## src/rtl/slice_cfg_pkg.sv

```systemverilog
// Shared derivations and FSM encoding for the slice configuration loader.
// Geometry helpers take the loader parameters so every user derives identical sizes.
package slice_cfg_pkg;

   typedef enum logic [1:0] {
      ST_IDLE   = 2'd0,
      ST_LOAD   = 2'd1,
      ST_COMMIT = 2'd2,
      ST_DONE   = 2'd3
   } cfg_state_e;

   function automatic int cfg_size(input int s_xx_base);
      return 2 * (2 ** s_xx_base) + 1;
   endfunction

   function automatic int mux_lvls(input int num_luts);
      return $clog2(num_luts);
   endfunction

   // LUT payload, inter-LUT mux selects, then the carry-chain enable on top.
   function automatic int cfg_bits(input int s_xx_base, input int num_luts);
      return num_luts * cfg_size(s_xx_base) + mux_lvls(num_luts) + 1;
   endfunction

   function automatic int nwords(input int s_xx_base, input int num_luts, input int word_w);
      return (cfg_bits(s_xx_base, num_luts) + word_w - 1) / word_w;
   endfunction

endpackage

```

## src/rtl/slicel_cfg_loader.sv

```systemverilog
// Streams a SLICEL configuration in WORD_W-bit words into a shadow register,
// then pulses the slice config enable for one cycle and reports completion.
module slicel_cfg_loader
   import slice_cfg_pkg::*;
#(
   parameter int S_XX_BASE = 4,
   parameter int NUM_LUTS  = 4,
   parameter int WORD_W    = 8
) (
   input  logic                                         clk,
   input  logic                                         rst_n,
   input  logic                                         start,
   input  logic                                         abort,
   input  logic [WORD_W-1:0]                            in_data,
   input  logic                                         in_valid,
   output logic                                         in_ready,
   input  logic                                         user_reg_ce,
   output logic [NUM_LUTS*cfg_size(S_XX_BASE)-1:0]      cfg_luts,
   output logic [mux_lvls(NUM_LUTS)-1:0]                cfg_mux,
   output logic                                         cfg_use_cc,
   output logic                                         cfg_cen,
   output logic                                         slice_reg_ce,
   output logic                                         busy,
   output logic                                         done
);

   localparam int CFG_SIZE = cfg_size(S_XX_BASE);
   localparam int MUX_LVLS = mux_lvls(NUM_LUTS);
   localparam int CFG_BITS = cfg_bits(S_XX_BASE, NUM_LUTS);
   localparam int NWORDS   = nwords(S_XX_BASE, NUM_LUTS, WORD_W);
   localparam int LUT_BITS = NUM_LUTS * CFG_SIZE;
   localparam int CNT_W    = (NWORDS > 1) ? $clog2(NWORDS) : 1;
   localparam logic [CNT_W-1:0] LAST_WORD = CNT_W'(NWORDS - 1);

   cfg_state_e           state_q, state_d;
   logic [CNT_W-1:0]     cnt_q, cnt_d;
   logic [CFG_BITS-1:0]  shadow_q, shadow_d;
   logic                 accept;

   always_comb begin
      state_d  = state_q;
      cnt_d    = cnt_q;
      shadow_d = shadow_q;
      accept   = 1'b0;
      in_ready = 1'b0;
      cfg_cen  = 1'b0;
      done     = 1'b0;
      busy     = 1'b1;

      unique case (state_q)
         ST_IDLE: begin
            busy = 1'b0;
            if (start) begin
               state_d = ST_LOAD;
               cnt_d   = '0;
            end
         end
         ST_LOAD: begin
            in_ready = 1'b1;
            // Abort wins over a word arriving in the same cycle.
            if (abort) begin
               state_d = ST_IDLE;
            end else if (in_valid) begin
               accept = 1'b1;
               if (cnt_q == LAST_WORD) begin
                  state_d = ST_COMMIT;
                  cnt_d   = '0;
               end else begin
                  cnt_d = cnt_q + CNT_W'(1);
               end
            end
         end
         ST_COMMIT: begin
            cfg_cen = 1'b1;
            state_d = ST_DONE;
         end
         ST_DONE: begin
            done    = 1'b1;
            state_d = ST_IDLE;
         end
         default: state_d = ST_IDLE;
      endcase

      // Padding bits of the final word fall beyond CFG_BITS and are dropped.
      for (int i = 0; i < CFG_BITS; i++) begin
         if (accept && (cnt_q == CNT_W'(i / WORD_W))) begin
            shadow_d[i] = in_data[i % WORD_W];
         end
      end
   end

   always_ff @(posedge clk or negedge rst_n) begin
      if (!rst_n) begin
         state_q  <= ST_IDLE;
         cnt_q    <= '0;
         shadow_q <= '0;
      end else begin
         state_q  <= state_d;
         cnt_q    <= cnt_d;
         shadow_q <= shadow_d;
      end
   end

   assign cfg_luts     = shadow_q[LUT_BITS-1:0];
   assign cfg_mux      = shadow_q[LUT_BITS +: MUX_LVLS];
   assign cfg_use_cc   = shadow_q[CFG_BITS-1];
   assign slice_reg_ce = user_reg_ce & ~busy;

endmodule

```

## config.mk

```make
export PLATFORM = sky130hd
export DESIGN_NAME = slicel_cfg_loader
export DESIGN_NICKNAME = d
export VERILOG_FILES = /design/src/rtl/slice_cfg_pkg.sv /design/src/rtl/slicel_cfg_loader.sv
export SDC_FILE = /design/constraint.sdc
export NUM_CORES = 1
export LEC_CHECK = 0
export BUFFER_PORTS_ARGS = -buffer_cell sky130_fd_sc_hd__buf_2
export CELL_PAD_IN_SITES_DETAIL_PLACEMENT = 2
export CELL_PAD_IN_SITES_GLOBAL_PLACEMENT = 2
export CORE_MARGIN = 5
export CORE_UTILIZATION = 35
export CTS_CLUSTER_SIZE = 30
export DETAILED_ROUTE_END_ITERATION = 10
export PLACE_DENSITY_LB_ADDON = 0.05
export SKIP_LAST_GASP = 1
export SLEW_MARGIN = 30
export SYNTH_ARGS = -nofsm -noshare
export SYNTH_HDL_FRONTEND = slang
export SYNTH_SLANG_ARGS = --single-unit
```

## constraint.sdc

```tcl
create_clock -name clk -period 2.6 [get_ports clk]
set_input_delay 0.78 -clock clk [delete_from_list [all_inputs] [get_ports clk]]
set_output_delay 0.78 -clock clk [all_outputs]
set_load 0.02 [all_outputs]
```

* Word-level counts from Yosys, hierarchy flattened
Index checks and enable logic that the tools add are counted.
** Cells by class
- Bitwise operators :: 1
- Reduce and logical (&&, ||, !) cells :: 22
- Eq/ne operators :: 24
- Multiplexer cells :: 17
- Add/subtract/negate cells :: 1
** Operators with widths (count)
- $eq A5 B4 Y1 const B :: 8
- $eq A5 B3 Y1 const B :: 4
- $mux W5 :: 4
- $logic_and A1 B1 Y1 :: 17
- $eq A5 B2 Y1 const B :: 2
- $pmux W5 S2 :: 1
- $mux W2 :: 4
- $pmux W2 S4 :: 1
- $mux W1 :: 7
- $ne A2 B2 Y1 const B :: 3
- $ne A3 B3 Y1 const B :: 2
- $add A5 B1 Y5 const B :: 1
- $eq A5 B1 Y1 const B :: 1
- $eq A5 B5 Y1 const B :: 1
- $logic_not A5 Y1 :: 1
- $eq A2 B2 Y1 const B :: 2
- $reduce_and A4 Y1 :: 1
- $reduce_and A3 Y1 :: 1
- $eq A2 B1 Y1 const B :: 1
- $logic_not A2 Y1 :: 1
- $reduce_bool A2 Y1 :: 1
- $and A1 B1 Y1 :: 1
** Word-level totals
- Input bits :: 14
- Register bits after elaboration :: 142
- Output and inout port bits :: 140
- Logic and storage cells :: 84

* Depth between registers and ports, before layout
- Depth in word-level cells :: 5
- Mapped depth :: 6
- Gate-level depth less buffers :: 5

* Least setup slack after synthesis
Ideal clock, no wire load.
- Kind :: input to register
- From :: in abort
- To :: reg shadow_q[100]
- Required time :: 2475 ps
- Stages on the path :: 4
- Library setup time :: 125 ps
- Arrival time :: 1991 ps
- Buffers on the path :: 1
- Slack :: 484 ps
- Cell sequence :: and4bb_2 -> nor4bb_1 -> clkbuf_1 -> mux2_2
** Between the ends
- Longest elaborated chain between the ends :: 3
** Ends and longest elaborated chain
- start: declaration :: line slicel_cfg_loader.sv:13 : input logic abort,
- $mux W1 :: line slicel_cfg_loader.sv:61 : if (abort) begin
- $mux W1 :: line slicel_cfg_loader.sv:50 : unique case (state_q)
- $logic_and A1 B1 Y1 :: line slicel_cfg_loader.sv:86 : if (accept && (cnt_q == CNT_W'(i / WORD_W))) begin
- end signal: assignment :: line slicel_cfg_loader.sv:100 : shadow_q <= shadow_d;
- end: declaration :: line slicel_cfg_loader.sv:37 : logic [CFG_BITS-1:0] shadow_q, shadow_d;
No other way between the ends.
A chain may end at the register's enable or synchronous reset.

* Worst setup path in the final report
- From :: reg state_q[0]
- To :: out slice_reg_ce
** Between the ends
- Longest elaborated chain between the ends :: 2
** Ends and longest elaborated chain
- start: declaration :: line slicel_cfg_loader.sv:35 : cfg_state_e state_q, state_d;
- start signal: assignment :: line slicel_cfg_loader.sv:98 : state_q <= state_d;
- $logic_not A2 Y1 :: line slicel_cfg_loader.sv:50
- $and A1 B1 Y1 :: line slicel_cfg_loader.sv:107 : assign slice_reg_ce = user_reg_ce & ~busy;
- end: declaration :: line slicel_cfg_loader.sv:22 : output logic slice_reg_ce,
No other way between the ends.

==> summary.md <==
The final routed wire length divided by cell count is 21.3 um, and the leakage component of the power is 0.00402 uW. Clock-pin slew was measured on the worst setup and hold paths at 0.06 ns. The share of the core filled with cells is 0.465, and the final critical-path required period is 2.21 ns. The via density per instance is 4.76. 154 I/O pins were placed. The total negative slack is 0 ns. For the worst setup path, the data required time is 1.82 ns. In this run the critical register-to-register path is captured at shadow_q[14]. The run gives 550 as the layout net count.

The main combinational cell family by area after synthesis was multiplexers. The via total after detailed routing is 3620, and the power per cell area is 940 nW/um2. The cell count after synthesis came out at 353. The pin count of the biggest net entering global routing was 54. Hold repair after CTS inserted 0 buffers. The maximum level of the CTS H-tree came out at 4.

The fraction of layout cells with a size suffix above 1 works out to 0.640. The highest attainable clock frequency is 0.452 GHz, and the xor and xnor fraction of the mapped netlist area is 0.00155. The power share of the sequential group is 0.409. The tools report the internal reg-to-reg setup slack as 0.39 ns. The worst setup path is captured at a primary output. The tools report the max-slew violation count as 0. After clock tree synthesis, the repair step resized 0 gates.

In this run the tool buffered the top-level ports with 153 buffer cells. The die height is 137 um, and the area added between synthesis and finish is 30.6%. The total area inside the core boundary comes to 15900 um2. The first global-routing pass estimated 25000 um of wire. The run gives 0.466 as the relative max-transition margin.

The number of violations reported at the end of detailed-routing iteration 0 is 63. The source of the worst register-to-register timing path was cnt_q[4]. Across the VDD grid, the largest voltage drop is 0.534 mV. The run gives 17 as the total CTS buffers.

Timing analysis after detailed placement gives a worst setup slack of 0.196 ns. The fraction of power consumed by combinational cells is 0.243. Counting the fill cells in the layout gives 1595. The maximum fanout count along the critical path was 8; the final-report hold violation count was 0. The share of the clock period used by the worst path after layout is 0.850, and the arrival time at the worst endpoint is 1.43 ns. The detailed-router iteration count before antenna repair was 4; the die area was 18800 um2. The type of element launching the critical path is a flip-flop.

Setup violations remaining at the end of the flow were counted as 0. Mux contribution to synthesized area: 0.271. Post-synthesis adder-cell area fraction: 0.0111.

Number of antenna violations at the first check in global routing: 0. After synthesis, the netlist uses 31 different library cells. The TritonCTS sink count is 142.

After detailed placement, the total cell area comes to 6800 um2. The total overflow left after global routing is 0. Measured in cells, the most critical reg-to-reg path has a length of 4. The via count of the first global-routing pass was 4143; the number of rows in the core area was 46. Once the clock tree was built, the setup fixing pass inserted 0 buffers. The tools report the number of nets produced by synthesis as 372. 0 antenna diodes ended up in the layout. The clock latency on the worst-skew pair is 0.41 ns, and the compound-cell area share of the yosys netlist is 0.0109.

The synthesis-stage register bit count came out at 142. The clock share of power is 0.348, and the slew at the pin closest to its max-slew limit is 0.801 ns. The internal power of the cells totals 4770 uW. The mean cell area of the mapped netlist was 16.0 um2; the number of max-cap violations was 0.

For the number of synthesis warnings, the log shows 0. In this run the power spent charging and discharging nets is 2170 uW. The global routing usage summed across all routing layers was 0.178; the switching part of the total power was 0.313. Type of the most critical hold path: in -> async.

The run gives 0.629 as the sequential-to-total area share from yosys stat. The placed wire-length estimate after detailed placement came out at 11500 um. The area share of and/or/nand/nor cells after synthesis was 0.0609; the horizontal die dimension was 137 um. Post-route DRC violation count: 0. Between clock sinks in the finished design, the worst skew comes to 0.0116 ns. The clock tree root driver cell is clkbuf_16. Wires add up to 16200 um.

The run gives 0.356 as the initial core utilization. The remaining antenna violation count is 0. The longest clock path from root to sink contains 2 buffers.

After layout, the worst setup slack is 0.389 ns. The setup path with the least slack is of type reg -> out. Setup repair after global routing left no endpoint under its margin. The logs give 0.756 for the routability congestion estimate and 5650 um2 for the cell area after technology mapping. The flow ran to the end, and the final reports show no timing, DRC or antenna violations. The finished cells cover 7380 um2. TritonCTS built the clock tree.
final cells by class:
| type | count | area (um2) | area share |
|---|---|---|---|
| clock buffer | 21 | 440 | 0.0597 |
| multi-input combinational | 190 | 2010 | 0.273 |
| clock inverter | 11 | 141 | 0.0192 |
| tap | 216 | 270 | 0.0366 |
| timing repair buffer | 173 | 935 | 0.127 |
| inverter | 7 | 26.3 | 0.00356 |
| sequential | 142 | 3550 | 0.482 |
how the worst max path moves through the flow:
stage,to,from,slack [ns],cells after the start
after global placement,shadow_q[98],abort,0.26,5
after floorplan,shadow_q[100],abort,0.48,4
after CTS,slice_reg_ce,state_q[0],0.34,4
after detailed placement,shadow_q[101],abort,0.20,5
final,slice_reg_ce,state_q[0],0.39,4
after global routing,slice_reg_ce,flip-flop,0.28,4
routing by layer:
| layer | vias to the layer above | track usage | routed length [um] |
|---|---|---|---|
| li1 | 1611 | - | - |
| met1 | 1914 | 0.213 | 6650 |
| met2 | 83 | 0.310 | 8520 |
| met3 | 12 | 0.0544 | 864 |
| met4 | 0 | 0.0538 | 149 |
| met5 | - | 0 | 0 |
state kept, by name, indices dropped and copies added (netlist names), named ones only:
signal,flops
state_q,1
cnt_q,5
shadow_q,135
critical path: stages, from the launching register on:
cell and delay (ns):
dfrtp_1 0.37, buf_4 0.16, nor2_1 0.18, and2_1 0.15, buf_2 0.16
per-stage QoR:
stage | hold slack, ns | std cells | power [uW]
finish | 0.281 | 760 | 6940
global route | 0.300 | 760 | 7270
CTS | 0.282 | 760 | 7050
detailed placement | 0.488 | 728 | 4600
global placement | 0.483 | 728 | 4540
floorplan | 0.484 | 353 | 3880
cells in the mapped netlist:
cell,instances,area share
dfrtp_1,142,0.63
mux2_2,135,0.27
clkbuf_1,11,0.0073
inv_1,6,0.0040
nand4_1,6,0.0066
nor3_4,6,0.017
ha_1,5,0.011
nand2b_1,5,0.0055
nor2b_1,4,0.0044
nand2_1,3,0.0020
nand3b_1,3,0.0040
nor2_1,3,0.0020
and2_1,2,0.0022
buf_2,2,0.0018
nor4_4,2,0.0075
nor4bb_1,2,0.0035
o22ai_1,2,0.0022
a211o_1,1,0.0016
a21oi_1,1,0.00089
a221oi_1,1,0.0016
a2bb2oi_1,1,0.0016
a31o_2,1,0.0016
and3_1,1,0.0011
and4bb_2,1,0.0022
buf_6,1,0.0020
inv_2,1,0.00066
mux2i_1,1,0.0018
nand3_1,1,0.00089
o2bb2ai_1,1,0.0016
or3b_1,1,0.0016
xnor2_1,1,0.0016
power groups by stage:
| stage | combinational [uW] | clock [uW] | sequential (uW) |
|---|---|---|---|
| CTS | 1730 | 2480 | 2850 |
| floorplan | 532 | 0 | 3350 |
| detailed placement | 1720 | 0 | 2880 |
| finish | 1690 | 2410 | 2840 |
| global placement | 1680 | 0 | 2860 |
| global route | 1810 | 2580 | 2890 |
cells in the final DEF, fill, tap and decap left out, types with 4 or more instances in the layout:
master     count
nor3_4         6
clkinv_2       4
buf_2        152
nand2b_1       5
clkbuf_16     17
dfrtp_1      142
clkbuf_1       4
inv_1          6
buf_4         19
mux2_2       135
nor2b_1        4
ha_1           5
nand4_1        6
cell families (layout without fill, tap and decap cells):
kind of cell / Yosys count / after routing
AOI/OAI and AO/OA: 8 / 8
xor gates and xnor gates: 1 / 1
DFF: 142 / 142
buffers and inverters: 21 / 212
and+or+nand+nor: 40 / 40
adders and majority gates: 5 / 5
muxes: 136 / 136
Note: power is estimated with default switching activity, not from simulation.
